$ cat config.mk
export PLATFORM = sky130hd
export DESIGN_NAME = alu_pipe
export DESIGN_NICKNAME = d
export VERILOG_FILES = /design/src/rtl/alu_pipe.sv
export SDC_FILE = /design/constraint.sdc
export NUM_CORES = 1
export LEC_CHECK = 0
export CAP_MARGIN = 20
export CORE_ASPECT_RATIO = 1.1
export CORE_UTILIZATION = 50
export CTS_BUF_LIST = sky130_fd_sc_hd__clkbuf_4 sky130_fd_sc_hd__clkbuf_8
export DETAILED_ROUTE_END_ITERATION = 10
export PLACE_DENSITY_LB_ADDON = 0.2
export REMOVE_ABC_BUFFERS = 1
export SYNTH_ARGS = -nofsm -noshare
export SYNTH_HDL_FRONTEND = slang
export SYNTH_SLANG_ARGS = --single-unit
$ cat constraint.sdc
create_clock -name clk -period 7.05 [get_ports clk]
set_clock_uncertainty 0.2 [all_clocks]
set_input_delay 1.7625 -clock clk [delete_from_list [all_inputs] [get_ports clk]]
set_output_delay 1.7625 -clock clk [all_outputs]
set_load 0.1 [all_outputs]
$ cat src/rtl/alu_pipe.sv
// Two-stage pipelined ALU: stage 1 registers operands/opcode, stage 2 computes and
// registers result and flags; valid/ready handshakes on both sides with an internal accumulator.
module alu_pipe #(
  parameter int WIDTH  = 32,
  parameter int OP_LEN = 5
) (
  input  logic              clk,
  input  logic              rst_n,
  input  logic              in_valid,
  output logic              in_ready,
  input  logic [WIDTH-1:0]  a,
  input  logic [WIDTH-1:0]  b,
  input  logic [OP_LEN-1:0] opcode,
  output logic              out_valid,
  input  logic              out_ready,
  output logic [WIDTH-1:0]  result,
  output logic              cout,
  output logic              negative,
  output logic              overflow,
  output logic              zero,
  output logic              illegal
);

  localparam logic [OP_LEN-1:0] OP_ADD = OP_LEN'(1);
  localparam logic [OP_LEN-1:0] OP_NEG = OP_LEN'(2);
  localparam logic [OP_LEN-1:0] OP_SUB = OP_LEN'(3);
  localparam logic [OP_LEN-1:0] OP_ACC = OP_LEN'(4);
  localparam logic [OP_LEN-1:0] OP_CLR = OP_LEN'(5);
  localparam logic [WIDTH-1:0]  MIN_VAL = {1'b1, {(WIDTH-1){1'b0}}};

  typedef struct packed {
    logic [WIDTH-1:0] r;
    logic             c;
    logic             v;
    logic             il;
  } alu_res_t;

  logic signed [WIDTH-1:0]  a_p1;
  logic signed [WIDTH-1:0]  b_p1;
  logic        [OP_LEN-1:0] op_p1;
  logic                     vld_p1;
  logic signed [WIDTH-1:0]  acc;
  logic                     adv;
  alu_res_t                 res_p1;

  function automatic logic [WIDTH:0] add_c(input logic [WIDTH-1:0] x,
                                           input logic [WIDTH-1:0] y,
                                           input logic             ci);
    return {1'b0, x} + {1'b0, y} + {{WIDTH{1'b0}}, ci};
  endfunction

  // Signed overflow of x+y: operands agree in sign and the sum does not.
  function automatic logic add_ovf(input logic [WIDTH-1:0] x,
                                   input logic [WIDTH-1:0] y,
                                   input logic [WIDTH-1:0] r);
    return (x[WIDTH-1] == y[WIDTH-1]) && (r[WIDTH-1] != x[WIDTH-1]);
  endfunction

  function automatic alu_res_t alu_op(input logic [OP_LEN-1:0] op,
                                      input logic [WIDTH-1:0]  x,
                                      input logic [WIDTH-1:0]  y,
                                      input logic [WIDTH-1:0]  acc_v);
    logic [WIDTH:0]   s;
    logic [WIDTH-1:0] t;
    alu_res_t         o;
    s = '0;
    t = '0;
    o = '0;
    case (op)
      OP_ADD: begin
        s   = add_c(x, y, 1'b0);
        o.r = s[WIDTH-1:0];
        o.c = s[WIDTH];
        o.v = add_ovf(x, y, o.r);
      end
      OP_NEG: begin
        t   = x + y;
        s   = add_c(~t, '0, 1'b1);
        o.r = s[WIDTH-1:0];
        o.c = s[WIDTH];
        o.v = (t == MIN_VAL);
      end
      OP_SUB: begin
        s   = add_c(x, ~y, 1'b1);
        o.r = s[WIDTH-1:0];
        o.c = s[WIDTH];
        o.v = (x[WIDTH-1] != y[WIDTH-1]) && (o.r[WIDTH-1] != x[WIDTH-1]);
      end
      OP_ACC: begin
        s   = add_c(acc_v, x, 1'b0);
        o.r = s[WIDTH-1:0];
        o.c = s[WIDTH];
        o.v = add_ovf(acc_v, x, o.r);
      end
      OP_CLR:  o = '0;
      default: o.il = 1'b1;
    endcase
    return o;
  endfunction

  assign adv      = vld_p1 && (!out_valid || out_ready);
  assign in_ready = !vld_p1 || adv;

  // Stage 1: operand capture
  always_ff @(posedge clk) begin
    if (in_valid && in_ready) begin
      a_p1  <= a;
      b_p1  <= b;
      op_p1 <= opcode;
    end
  end

  always_ff @(posedge clk or negedge rst_n) begin
    if (!rst_n) begin
      vld_p1 <= 1'b0;
    end else if (in_valid && in_ready) begin
      vld_p1 <= 1'b1;
    end else if (adv) begin
      vld_p1 <= 1'b0;
    end
  end

  always_comb begin
    res_p1 = alu_op(op_p1, a_p1, b_p1, acc);
  end

  // Stage 2: compute, register result/flags, update accumulator
  always_ff @(posedge clk or negedge rst_n) begin
    if (!rst_n) begin
      out_valid <= 1'b0;
      result    <= '0;
      cout      <= 1'b0;
      negative  <= 1'b0;
      overflow  <= 1'b0;
      zero      <= 1'b0;
      illegal   <= 1'b0;
      acc       <= '0;
    end else if (adv) begin
      out_valid <= 1'b1;
      result    <= res_p1.r;
      cout      <= res_p1.c;
      negative  <= res_p1.r[WIDTH-1];
      overflow  <= res_p1.v;
      zero      <= (res_p1.r == '0);
      illegal   <= res_p1.il;
      if (op_p1 == OP_ACC) begin
        acc <= res_p1.r;
      end else if (op_p1 == OP_CLR) begin
        acc <= '0;
      end
    end else if (out_ready) begin
      out_valid <= 1'b0;
    end
  end

endmodule

# Word level (Yosys, flattened, before mapping)
# Cells that the tools add are included.
totals:
  ff_bits: 140
  input_bits: 73
  output_inout_bits: 39
  wordCells: 55
op_classes:
  add_sub_neg: 6
  eq_ne: 12
  n_mux: 8
  n_bitwise: 2
  n_reduce_logical: 15
ops:
  columns: ["operator", "n"]
  rows:
  - ["$pmux 34 s4", 1]
  - ["$add 32x32->33", 3]
  - ["$mux 32", 2]
  - ["$not 32->32", 2]
  - ["$add 32x1->33 const B", 1]
  - ["$add 33x1->33 const B", 1]
  - ["$add 32x32->32", 1]
  - ["$eq 32x32->1 const B", 1]
  - ["$logic_not 32->1", 1]
  - ["$eq 5x2->1 const B", 2]
  - ["$eq 5x3->1 const B", 2]
  - ["$reduce_bool 2->1", 3]
  - ["$eq 5x1->1 const B", 1]
  - ["$logic_and 1x1->1", 5]
  - ["$mux 1", 5]
  - ["$reduce_or 5->1", 1]
  - ["$ne 1x1->1", 4]
  - ["$eq 1x1->1", 2]
  - ["$logic_not 1->1", 2]
  - ["$logic_or 1x1->1", 2]
  - ["$reduce_and 2->1", 1]

# Depth between registers and ports, before layout
logic_depth:
  depth_word: 7
  depth_mapped: 19
  depth_no_buf: 17

# Worst setup path before layout
# OpenSTA, ideal clock, no wires.
synth_path:
  path_type: "input-to-reg"
  start: "input out_ready"
  end: "register a_p1[0], enable pin"
  setup_ns: 0.434
  arrival_time_ns: 4.279
  t_required_ns: 6.416
  path_slack_ns: 2.137
  path_stages: 2
  n_path_buf: 0
  path_cell_list: "nand3b_1 -> and2_1"
synth_via:
  elab_chain_cells: 4
synth_lines:
  columns: ["element", "line", "rtl"]
  rows:
  - ["start, declared", "15", "input logic out_ready,"]
  - ["$logic_or 1x1->1", "101", "assign adv = vld_p1 && (!out_valid || out_ready);"]
  - ["$logic_and 1x1->1", "101", null]
  - ["$logic_or 1x1->1", "102", "assign in_ready = !vld_p1 || adv;"]
  - ["$logic_and 1x1->1", "106", "if (in_valid && in_ready) begin"]
  - ["end signal, assigned", "107", "a_p1 <= a;"]
  - ["end, declared", "38", "logic signed [WIDTH-1:0] a_p1;"]
# No other way between the ends.
# A chain may end at the register's enable or synchronous reset.

# Final worst setup path
layout_path:
  start: "register a_p1[1]"
  end: "register overflow"
layout_via:
  elab_chain_cells: 5
  elab_cells_between_ends: 13
  cone_classes: "add/sub: 5; eq/ne: 4; mux: 1; reduce/logical: 3"
layout_lines:
  columns: ["element", "line", "rtl"]
  rows:
  - ["$add 32x32->33", "49", "return {1'b0, x} + {1'b0, y} + {{WIDTH{1'b0}}, ci};"]
  - ["$add 33x1->33", "49", null]
  - ["$ne 1x1->1", "87", "o.v = (x[WIDTH-1] != y[WIDTH-1]) && (o.r[WIDTH-1] != x[WIDTH-1]);"]
  - ["$logic_and 1x1->1", "87", null]
  - ["$pmux 34 s4 *", "69", "case (op)"]
  - ["end signal, assigned", "143", "overflow <= res_p1.v;"]
  - ["end, declared", "19", "output logic overflow,"]
# Mark *: on every way between the ends. The rest lies on a longest branch, timed or not.

==> flow_summary.json <==
{
  "synth_flop_cell": "dfrtp_1",
  "final_hold_viol_count": 0,
  "r2r_start": "a_p1[1]",
  "syn_avg_cell_area_um2": 8.79,
  "dieArea_um2": 24100,
  "synth_top_family_by_area": "compound AO/OA/AOI/OAI gates",
  "required_ns": 7.24,
  "p_seq_frac": 0.367,
  "grt_max_degree": 71,
  "synth-compound-area-share": 0.258,
  "grt.total_usage": 0.304,
  "rsz0062_at_grt": "false",
  "wl_per_cell_um": 20.9,
  "powerDensity_nw_per_um2": 191,
  "clk_latency_ns": 0.49,
  "wl_met3_um": 1870,
  "crit_path_max_fanout": 11,
  "drv_slew": 0,
  "r2r-end": "overflow",
  "synthCells": 1337,
  "port_buffers": 111,
  "die_h_um": 163,
  "ant_nets": 0,
  "startpoint_type": "flip-flop",
  "muxShareOfSynthArea": 0.00511,
  "synth_top_area_cell": "edfxtp_1",
  "grt_pass1_wl_um": 56300,
  "htree_levels": 4,
  "reg2reg_setup_slack_ns": 1.51,
  "antenna_found_initial": 0,
  "cts_resized": 0,
  "antenna-diode-count": 0,
  "ys_warn_count": 0,
  "synth-edff-count": 69,
  "final.setup.tns_ns": 0,
  "startpoint": "a_p1[1]",
  "drcViolationCount": 0,
  "crit_path_end": "overflow",
  "synth_cell_type_count": 93,
  "met1Wirelength_um": 15000,
  "synthAdderAreaFrac": 0.108,
  "p_leak_nw": 5.53,
  "post_cts_buffers": 0,
  "outcome": "completed",
  "vdd_drop_max_mv": 0.102,
  "cts_buffers": 17,
  "power_mw": 2.57,
  "max_cap_viol_count": 0,
  "netlist_top_cells_count": "nand2_1, a21oi_1, ha_1, nor2_1, o21ai_0",
  "dp_hpwl_um": 27200,
  "setup_viol": 0,
  "synthArstFlopShare": 0.504,
  "clkPwrFrac": 0.283,
  "cts.clk_slew.worst_paths_ns": 0.10,
  "cts_tree": "done",
  "cts_root_buf": "clkbuf_8",
  "post-route-period-util": 0.786,
  "worst_slew_pin_slew_ns": 1.11,
  "cts_buffer_depth": 2,
  "drive_above_1_share": 0.0568,
  "netlist_area_um2": 11800,
  "clock.fmax_ghz": 0.180,
  "coreArea_um2": 22900,
  "via_per_inst": 6.31,
  "firstDrtPassIters": 5,
  "grt_overflow": 0,
  "cp.arrival_ns": 5.73,
  "r2r_cells": 14,
  "synthToLayoutAreaGrowth_pct": 14.4,
  "place.gp.congestion": 0.949,
  "end_kind": "flip-flop",
  "num_vias": 10894,
  "clock_sinks": 139,
  "synth-xor-area-share": 0.0744,
  "synth_top_area_share": 0.176,
  "row_count": 58,
  "hold_buffers": 0,
  "first_iter_violations": 714,
  "utilization": 0.586,
  "pin_count": 112,
  "finalWirelength_um": 36100,
  "first_global_vias": 10435,
  "ys_seq_elements": 139,
  "die_x_um": 148,
  "criticalPathCategory": "reg2reg",
  "p_sw_frac": 0.389,
  "start_util": 0.513,
  "synth-simple-area-share": 0.182,
  "power_frac_comb": 0.350,
  "min_period_ns": 5.54,
  "synthMostInstantiatedCell": "nand2_1",
  "route.met2.wl_um": 17100,
  "ys_seq_area_frac": 0.325,
  "synth_area_leaders": "edfxtp_1, dfrtp_1, ha_1, xnor2_1, a21oi_1",
  "switching_power_uw": 999,
  "top_layer": "met4",
  "final_nets": 1586,
  "p_int_mw": 1.57,
  "relSlewSlack": 0.255,
  "min_path_type": "reg2reg"
}
## layout by cell type (no fill, tap or decap), types with 30 or more instances in the layout
cell type,n
xnor2_1,68
a21oi_1,100
nand3_1,33
xor2_1,30
edfxtp_1,69
inv_1,69
nand2_1,106
dfrtp_1,70
o21ai_0,96
nor2_1,97
nor3_1,31
clkdlybuf4s50_1,110
ha_1,97
## stage by stage
step / hold slack, ns / cell area (um^2) / setup slack, ns / instances
2_1_floorplan: 0.254 / 11500 / 2.14 / 1271
3_3_place_gp: 0.263 / 13000 / 1.58 / 1693
3_5_place_dp: 0.269 / 13000 / 1.57 / 1693
4_1_cts: 0.289 / 13400 / 1.57 / 1725
5_1_grt: 0.327 / 13400 / 1.09 / 1726
6_report: 0.285 / 13400 / 1.51 / 1726
## final cells by class
type,count,area [um^2]
fillers,2101,9490
flip-flops and latches,139,3820
multi-input cells,1062,7370
clock buffers,19,255
repair buffers,123,1200
well taps,300,375
inverters,70,263
clock inverters,13,155
## critical path, stage by stage, from the launching register on
cell and delay [ns]:
edfxtp_1 0.54, ha_1 0.35, nand2b_1 0.21, a211o_1 0.34
a21oi_1 0.80, a211o_1 0.36, a2111o_1 0.17, nand3_1 0.16
nor4_1 0.78, nand3_1 0.28, nor4_1 0.70, a22oi_1 0.20
nor2_1 0.15, a211oi_1 0.07, o21ai_0 0.14
## metal layers
layer	GRT usage	up-vias
met2	0.513	420
met5	0	-
met1	0.371	5201
li1	-	5149
met3	0.0381	124
met4	0.182	0
## sequential cells by signal, indices dropped and copies added, names as in the netlist
register,flops
b_p1,32
op_p1,5
cout,1
out_valid,1
result,32
vld_p1,1
acc,32
overflow,1
illegal,1
a_p1,32
zero,1
## cells by family after synthesis
logic type	after synthesis
AO/OA/AOI/OAI	443
adder cells (fa/ha/maj)	100
buffers and inverters	136
flip-flops	139
XOR/XNOR	99
AND/OR/NAND/NOR	414
multiplexers	6
## power groups by stage
| stage | Clock (mW) | Combinational [mW] | Sequential, mW |
|---|---|---|---|
| 2_1_floorplan | 0 | 0.579 | 1.00 |
| 3_3_place_gp | 0 | 0.875 | 0.959 |
| 3_5_place_dp | 0 | 0.880 | 0.960 |
| 4_1_cts | 0.726 | 0.886 | 0.943 |
| 5_1_grt | 0.755 | 0.972 | 0.947 |
| 6_report | 0.725 | 0.898 | 0.943 |
## how the worst min path moves through the flow
stage	start	endpoint	depth (start not counted)
6_report	result[1]	result[1]	2
5_1_grt	result[6]	result[6]	2
4_1_cts	result[1]	result[1]	2
3_5_place_dp	result[1]	result[1]	2
3_3_place_gp	result[1]	result[1]	2
2_1_floorplan	acc[0]	acc[0]	2
No activity file was read; power rests on OpenSTA's default activity.
